--- config.mk ---
export PLATFORM = sky130hd
export DESIGN_NAME = data_mem_ctrl
export DESIGN_NICKNAME = d
export VERILOG_FILES = /design/src/rtl/data_mem_pkg.sv /design/src/rtl/data_mem_ctrl_rr_arbiter2.sv /design/src/rtl/data_mem_ctrl.sv
export SDC_FILE = /design/constraint.sdc
export NUM_CORES = 1
export LEC_CHECK = 0
export BUFFER_PORTS_ARGS = -buffer_cell sky130_fd_sc_hd__buf_2
export CAP_MARGIN = 25
export CELL_PAD_IN_SITES_DETAIL_PLACEMENT = 2
export CELL_PAD_IN_SITES_GLOBAL_PLACEMENT = 2
export CORE_MARGIN = 2
export CORE_UTILIZATION = 35
export CTS_BUF_LIST = sky130_fd_sc_hd__clkbuf_2
export DETAILED_ROUTE_END_ITERATION = 16
export HOLD_SLACK_MARGIN = 0.03
export PLACE_DENSITY_LB_ADDON = 0.3
export REMOVE_ABC_BUFFERS = 1
export SYNTH_ARGS = -nofsm -noshare
export SYNTH_HDL_FRONTEND = slang
export SYNTH_SLANG_ARGS = --single-unit
--- constraint.sdc ---
create_clock -name CLK -period 6.8 [get_ports CLK]
set_input_delay 0.34 -clock CLK [delete_from_list [all_inputs] [get_ports CLK]]
set_output_delay 0.34 -clock CLK [all_outputs]
set_load 0.01 [all_outputs]
--- src/rtl/data_mem_pkg.sv ---
// Shared definitions for the data memory controller: funct3 codes,
// sequencer states and size/legality decoding helpers.
package data_mem_pkg;

    localparam logic [2:0] LB  = 3'b000;
    localparam logic [2:0] LH  = 3'b001;
    localparam logic [2:0] LW  = 3'b010;
    localparam logic [2:0] LBU = 3'b100;
    localparam logic [2:0] LHU = 3'b101;
    localparam logic [2:0] SB  = 3'b000;
    localparam logic [2:0] SH  = 3'b001;
    localparam logic [2:0] SW  = 3'b010;

    typedef enum logic [1:0] {
        IDLE,
        ACCESS,
        DRAIN,
        RESP
    } state_t;

    // Number of byte beats for a funct3 code; 0 marks an unusable size field.
    function automatic logic [2:0] size_bytes(input logic [2:0] funct3);
        case (funct3[1:0])
            2'b00:   return 3'd1;
            2'b01:   return 3'd2;
            2'b10:   return 3'd4;
            default: return 3'd0;
        endcase
    endfunction

    function automatic logic illegal_op(input logic we, input logic [2:0] funct3);
        return (funct3[1:0] == 2'b11) || (funct3[2] && we);
    endfunction

endpackage

--- src/rtl/data_mem_ctrl_rr_arbiter2.sv ---
// Two-way round-robin arbiter; the pointer moves only when a grant is taken.
module rr_arbiter2 (
    input  logic       clk,
    input  logic       rst_n,
    input  logic [1:0] req,
    input  logic       accept,
    output logic [1:0] gnt
);

    logic favour_one;

    always_comb begin
        gnt = req;
        if (req == 2'b11) begin
            gnt = favour_one ? 2'b10 : 2'b01;
        end
    end

    // After any accepted grant the other port becomes the favoured one.
    always_ff @(posedge clk) begin
        if (!rst_n) begin
            favour_one <= 1'b0;
        end else if (accept && (gnt != 2'b00)) begin
            favour_one <= gnt[0];
        end
    end

endmodule

--- src/rtl/data_mem_ctrl.sv ---
// Two-port sequencer in front of a byte-wide synchronous RAM, splitting
// word/half/byte loads and stores into little-endian byte beats.
module data_mem_ctrl
    import data_mem_pkg::*;
#(
    parameter int ADDRESS_WIDTH = 9,
    parameter int BYTE_WIDTH    = 8,
    parameter int DATA_WIDTH    = 32
) (
    input  logic                     CLK,
    input  logic                     RST_N,
    input  logic                     P0_REQ,
    input  logic                     P0_WE,
    input  logic [ADDRESS_WIDTH-1:0] P0_A,
    input  logic [DATA_WIDTH-1:0]    P0_WD,
    input  logic [2:0]               P0_FUNCT3,
    input  logic                     P1_REQ,
    input  logic                     P1_WE,
    input  logic [ADDRESS_WIDTH-1:0] P1_A,
    input  logic [DATA_WIDTH-1:0]    P1_WD,
    input  logic [2:0]               P1_FUNCT3,
    output logic [1:0]               GNT,
    output logic [1:0]               DONE,
    output logic [DATA_WIDTH-1:0]    RD,
    output logic                     ERR,
    output logic                     MEM_EN,
    output logic                     MEM_WE,
    output logic [ADDRESS_WIDTH-1:0] MEM_A,
    output logic [BYTE_WIDTH-1:0]    MEM_WD,
    input  logic [BYTE_WIDTH-1:0]    MEM_RD
);

    state_t                   state;
    logic [1:0]               req, arb_gnt, beat, beat_next, last_beat;
    logic                     accept, sel, sel_we;
    logic                     owner, lat_we, lat_zext, lat_ill;
    logic [2:0]               sel_f3, lat_size;
    logic [ADDRESS_WIDTH-1:0] sel_a, lat_a;
    logic [DATA_WIDTH-1:0]    sel_wd, lat_wd, assembly, full_word, extended;

    assign req    = {P1_REQ, P0_REQ};
    assign accept = (state == IDLE);

    rr_arbiter2 u_arb (
        .clk    (CLK),
        .rst_n  (RST_N),
        .req    (req),
        .accept (accept),
        .gnt    (arb_gnt)
    );

    assign sel       = arb_gnt[1];
    assign sel_we    = sel ? P1_WE     : P0_WE;
    assign sel_a     = sel ? P1_A      : P0_A;
    assign sel_wd    = sel ? P1_WD     : P0_WD;
    assign sel_f3    = sel ? P1_FUNCT3 : P0_FUNCT3;
    assign beat_next = beat + 2'd1;
    assign last_beat = 2'(lat_size - 3'd1);

    // The final load byte arrives during DRAIN, so merge it in before extending.
    always_comb begin
        full_word = assembly;
        full_word[BYTE_WIDTH*int'(last_beat) +: BYTE_WIDTH] = MEM_RD;
        extended = full_word;
        case (lat_size)
            3'd1: extended = {{(DATA_WIDTH-BYTE_WIDTH){!lat_zext & full_word[BYTE_WIDTH-1]}},
                              full_word[BYTE_WIDTH-1:0]};
            3'd2: extended = {{(DATA_WIDTH-2*BYTE_WIDTH){!lat_zext & full_word[2*BYTE_WIDTH-1]}},
                              full_word[2*BYTE_WIDTH-1:0]};
            default: extended = full_word;
        endcase
    end

    // Illegal codes skip ACCESS but still pass through DRAIN, keeping
    // every transaction at N+2 cycles with N=0 for the illegal case.
    always_ff @(posedge CLK) begin
        if (!RST_N) begin
            state    <= IDLE;
            GNT      <= 2'b00;
            DONE     <= 2'b00;
            RD       <= '0;
            ERR      <= 1'b0;
            MEM_EN   <= 1'b0;
            MEM_WE   <= 1'b0;
            MEM_A    <= '0;
            MEM_WD   <= '0;
            beat     <= 2'd0;
            owner    <= 1'b0;
            lat_we   <= 1'b0;
            lat_zext <= 1'b0;
            lat_ill  <= 1'b0;
            lat_size <= 3'd0;
            lat_a    <= '0;
            lat_wd   <= '0;
            assembly <= '0;
        end else begin
            DONE   <= 2'b00;
            RD     <= '0;
            ERR    <= 1'b0;
            MEM_EN <= 1'b0;
            MEM_WE <= 1'b0;
            case (state)
                IDLE: begin
                    if (arb_gnt != 2'b00) begin
                        GNT      <= arb_gnt;
                        owner    <= sel;
                        lat_we   <= sel_we;
                        lat_zext <= sel_f3[2];
                        lat_ill  <= illegal_op(sel_we, sel_f3);
                        lat_size <= size_bytes(sel_f3);
                        lat_a    <= sel_a;
                        lat_wd   <= sel_wd;
                        beat     <= 2'd0;
                        assembly <= '0;
                        if (illegal_op(sel_we, sel_f3)) begin
                            state <= DRAIN;
                        end else begin
                            state  <= ACCESS;
                            MEM_EN <= 1'b1;
                            MEM_WE <= sel_we;
                            MEM_A  <= sel_a;
                            MEM_WD <= sel_wd[BYTE_WIDTH-1:0];
                        end
                    end
                end
                ACCESS: begin
                    if (!lat_we && (beat != 2'd0)) begin
                        assembly[BYTE_WIDTH*(int'(beat)-1) +: BYTE_WIDTH] <= MEM_RD;
                    end
                    if (beat == last_beat) begin
                        state <= DRAIN;
                    end else begin
                        beat   <= beat_next;
                        MEM_EN <= 1'b1;
                        MEM_WE <= lat_we;
                        MEM_A  <= lat_a + ADDRESS_WIDTH'(beat_next);
                        MEM_WD <= lat_wd[BYTE_WIDTH*int'(beat_next) +: BYTE_WIDTH];
                    end
                end
                DRAIN: begin
                    state <= RESP;
                    DONE  <= owner ? 2'b10 : 2'b01;
                    ERR   <= lat_ill;
                    RD    <= (lat_we || lat_ill) ? '0 : extended;
                end
                RESP: begin
                    state <= IDLE;
                    GNT   <= 2'b00;
                end
                default: state <= IDLE;
            endcase
        end
    end

endmodule

==> results <==
- From left edge to right edge, the die measures 141 um.
- The global-route usage over all layers is 0.292.
- At the worst endpoint, the required time is 7470 ps.
- The class of the most critical hold timing path is in2reg.
- The capture instance of the worst register-to-register path is lat_wd[13].
- The setup clock skew after layout is 37.1 ps.
- The worst setup path is captured at a flip-flop.
- After detailed routing, the number of remaining DRC violations is 0.
- Setup violations remaining at the end of the flow were counted as 0.
- The first TritonRoute pass finished after 5 iterations.
- The die span in y is 141 um.
- The routed length per placed instance is 23.2 um.
- The summed negative setup slack over all endpoints is 0 ps.
- The most common cell after layout, fill and taps aside is sky130_fd_sc_hd__buf_2.
- From synthesis to final layout, the design area changed by 34.0%.
- Along the worst path, the maximum fanout reaches 68.
- Setup repair after global routing left no endpoint under its margin.
- For this run, the number of standard cells in the final layout without fillers is 1,253.
- The ratio of final minimum period to clock period is 0.498.
- TritonCTS built the clock tree.
- The type of the setup path with the least slack is reg2reg.
- The cell chosen for the clock root is sky130_fd_sc_hd__clkbuf_2.
- The quantity of gates resized following cts is 0.
- The number of standard-cell rows in the floorplan is 49.
- The flow ran to the end, and the final reports show no timing, DRC or antenna violations.
- The core region is 0.0181 mm2.
- Sorting the synthesized cells by area gives the leading types as sky130_fd_sc_hd__dfxtp_1 43%, sky130_fd_sc_hd__nand2_1 6.7%, sky130_fd_sc_hd__a21oi_1 4.8%.
- The count of buffers added by post-CTS timing repair for setup is 0.
- In this run, CTS created clock tree buffers numbering 17.
- Summed over all cells, the static leakage comes to 3.63 nW.
- The path depth of the worst reg2reg path is 8.
- The area share of the leading cell type in the synthesized netlist is 0.432.
- Among all flip-flop cells after synthesis, the most frequent one is sky130_fd_sc_hd__dfxtp_1.
- Yosys printed 0 warnings.
- Clock tree synthesis found a total of 141 sinks.
- The total wirelength of the detailed-routed design is 29.0 mm.
- The share of the core filled with cells in the final layout is 0.483.
- The end of the critical path is lat_wd[13].
- The area enclosed by the die boundary is 0.0198 mm2.
- The number of failing hold endpoints at the final stage is 0.
- The largest area contributor in the synthesized netlist is sky130_fd_sc_hd__dfxtp_1.
- The headroom to the max-slew limit is 0.329.
- Data arrives at the worst endpoint at 4050 ps.
- In the layout the commonest cells are 158 x sky130_fd_sc_hd__buf_2, 141 x sky130_fd_sc_hd__dfxtp_1, 116 x sky130_fd_sc_hd__nand2_1.
- The number of violations of the max-capacitance limit is 0.
- The minimum setup slack among reg-to-reg paths is 3410 ps.
- The maximum vdd drop is 0.000185 V.
- The number of global-route vias before repair is 8,079.
- After synthesis, the share of flip-flops with an asynchronous set or reset is 0.
- The share of layout cells above drive strength 1 is 0.217.
- The overflow left after global routing is 0.
- The post-synthesis sequential element count is 141.
- The startpoint identified for the worst register-to-register timing path is state[0].
- The longest clock path from root to sink contains 2 buffers.
- Counting every instance in the synthesized netlist gives 784.
- During I/O placement, the number of pins put on the boundary was 158.
- Counting tap cells, the placed design contains a total of around 1,100 instances.
- For this design the ratio of total power to cell area is 368 mW/mm2.
- The slew at the pin closest to its max-slew limit is 998 ps.
- The clock period could shrink to 3390 ps.
- For this configuration, the core starts out at a cell density of 0.360.
- The number of distinct standard cells referenced by the synthesized netlist is 53.
- The total of buffers placed on input and output ports is 157.
- Across all layers, the routed design uses roughly 7,100 vias.
- The number of antenna violations at the first check in global routing is 1.
- Clock-pin slew was measured on the worst setup and hold paths at around 230 ps.
- Once detail routing completed, the nets flagged for antenna violations numbered 0.
- At the end of routability-driven placement, the weighted congestion stood at approximately 0.78.
- The routed via count divided by cell count is 5.69.
- The number of nets at the end of the flow is 1,129.
- Yosys mapped a number of flops with a built-in enable equal to 0.
- The synthesized area per cell is 8.34 um2.
- The maximum level of the CTS H-tree is 4.
- The launch point of the worst path is state[0].
- The final-report max-slew violation count is 0.
- After layout, the design draws a total of 0.00323 W.
- The pin count of the biggest net entering global routing is around 70.
- For the worst-skew pair, the clock arrives at the later sink with an insertion delay of 720 ps.
- Derived from the worst setup path, the maximum achievable clock frequency is 0.295 GHz.
- The detailed placer's ending HPWL is 15.3 mm.
- For this run, the register share of the synthesized area comes to 0.432.
- After synthesis the cells add up to about 0.0065 mm2.
- For this block, the initial DRC count from the detailed router was 306.
- The worst setup path is launched from a flip-flop.
- The wire length of the first global-routing pass is 45.2 mm.
## worst min path at each step
stage                start           to  slack [ps]  cells past startpoint
3_3_place_gp   assembly[7]  assembly[7]         430                      2
3_5_place_dp   assembly[1]  assembly[1]         450                      2
6_report           P0_A[1]     lat_a[1]         160                      4
4_1_cts           P1_WD[3]    MEM_WD[3]          40                      4
5_1_grt            P0_A[3]     MEM_A[3]         120                      4
2_1_floorplan        owner      DONE[0]         400                      1
## power breakdown
group | switching [W] | total, W | leakage [nW] | internal [W]
clock | 0.000332 | 0.000528 | 0.131 | 0.000196
sequential | 0.000149 | 0.00114 | 1.15 | 0.000992
combinational | 0.00100 | 0.00156 | 2.35 | 0.000559
## per-stage QoR
stage	setup slack (ps)	area [um2]	hold WS [ps]
4_1_cts	3730	8720	35.5
3_3_place_gp	3450	7390	434
6_report	3410	8760	157
3_5_place_dp	3880	7430	448
5_1_grt	3250	8760	124
2_1_floorplan	3130	6270	404
## cells in the mapped netlist, drive strengths merged (8+ instances only)
master,number
nor2,80
a22o,22
dfxtp,141
nor3,19
nand3,45
nor2b,9
a22oi,12
a221oi,8
o21ai,37
mux2,12
nand2,117
a311oi,32
buf,31
inv,19
a21oi,66
clkbuf,32
mux2i,21
ha,14
## layer usage
metal,GRT usage,routed length [um]
met1,0.308,11300
met2,0.561,15500
met3,0.0543,1200
met4,0.129,1110
met5,0,0
## final cells by class
| class | instances | area (um2) |
|---|---|---|
| Timing Repair Buffer | 272 | 1960 |
| Multi-Input combinational cell | 561 | 3390 |
| Clock buffer | 17 | 85.1 |
| Fill cell | 1961 | 9380 |
| Clock inverter | 13 | 151 |
| Inverter | 19 | 71.3 |
| Sequential cell | 141 | 2820 |
| Tap cell | 229 | 287 |
| Antenna cell | 1 | 2.50 |
## worst max-delay path: stages, from the launching register on
cell and delay [ps]:
sky130_fd_sc_hd__dfxtp_1 410, sky130_fd_sc_hd__inv_1 140, sky130_fd_sc_hd__ha_1 410, sky130_fd_sc_hd__inv_1 240, sky130_fd_sc_hd__nor2_4 300, sky130_fd_sc_hd__buf_4 640
sky130_fd_sc_hd__nor2_1 90, sky130_fd_sc_hd__a311oi_1 390, sky130_fd_sc_hd__dlygate4sd3_1 670
## state kept, by name, indices dropped and copies added, names as in the netlist, 3 cells and up
| name | count |
|---|---|
| lat_wd | 32 |
| lat_size | 3 |
| RD | 32 |
| assembly | 32 |
| MEM_WD | 8 |
| MEM_A | 9 |
| lat_a | 9 |
## kinds of logic (layout without fill, tap and decap cells)
kind of cell	after synthesis	in the layout	synth area share
simple gates	300	300	0.205
compound gates	206	206	0.219
flops	141	141	0.432
buf+inv	82	321	0.0519
mux	33	33	0.0528
fa+ha+maj	15	15	0.0299
xor+xnor	7	7	0.00938
other cells	0	1	0
## timing repair
item / in CTS / in global routing
endpoints found under the setup margin: 0 / 0
hold endpoints to repair: 105 / 0
hold buffers: 105 / 0
Power figures use the tool's default switching activity.
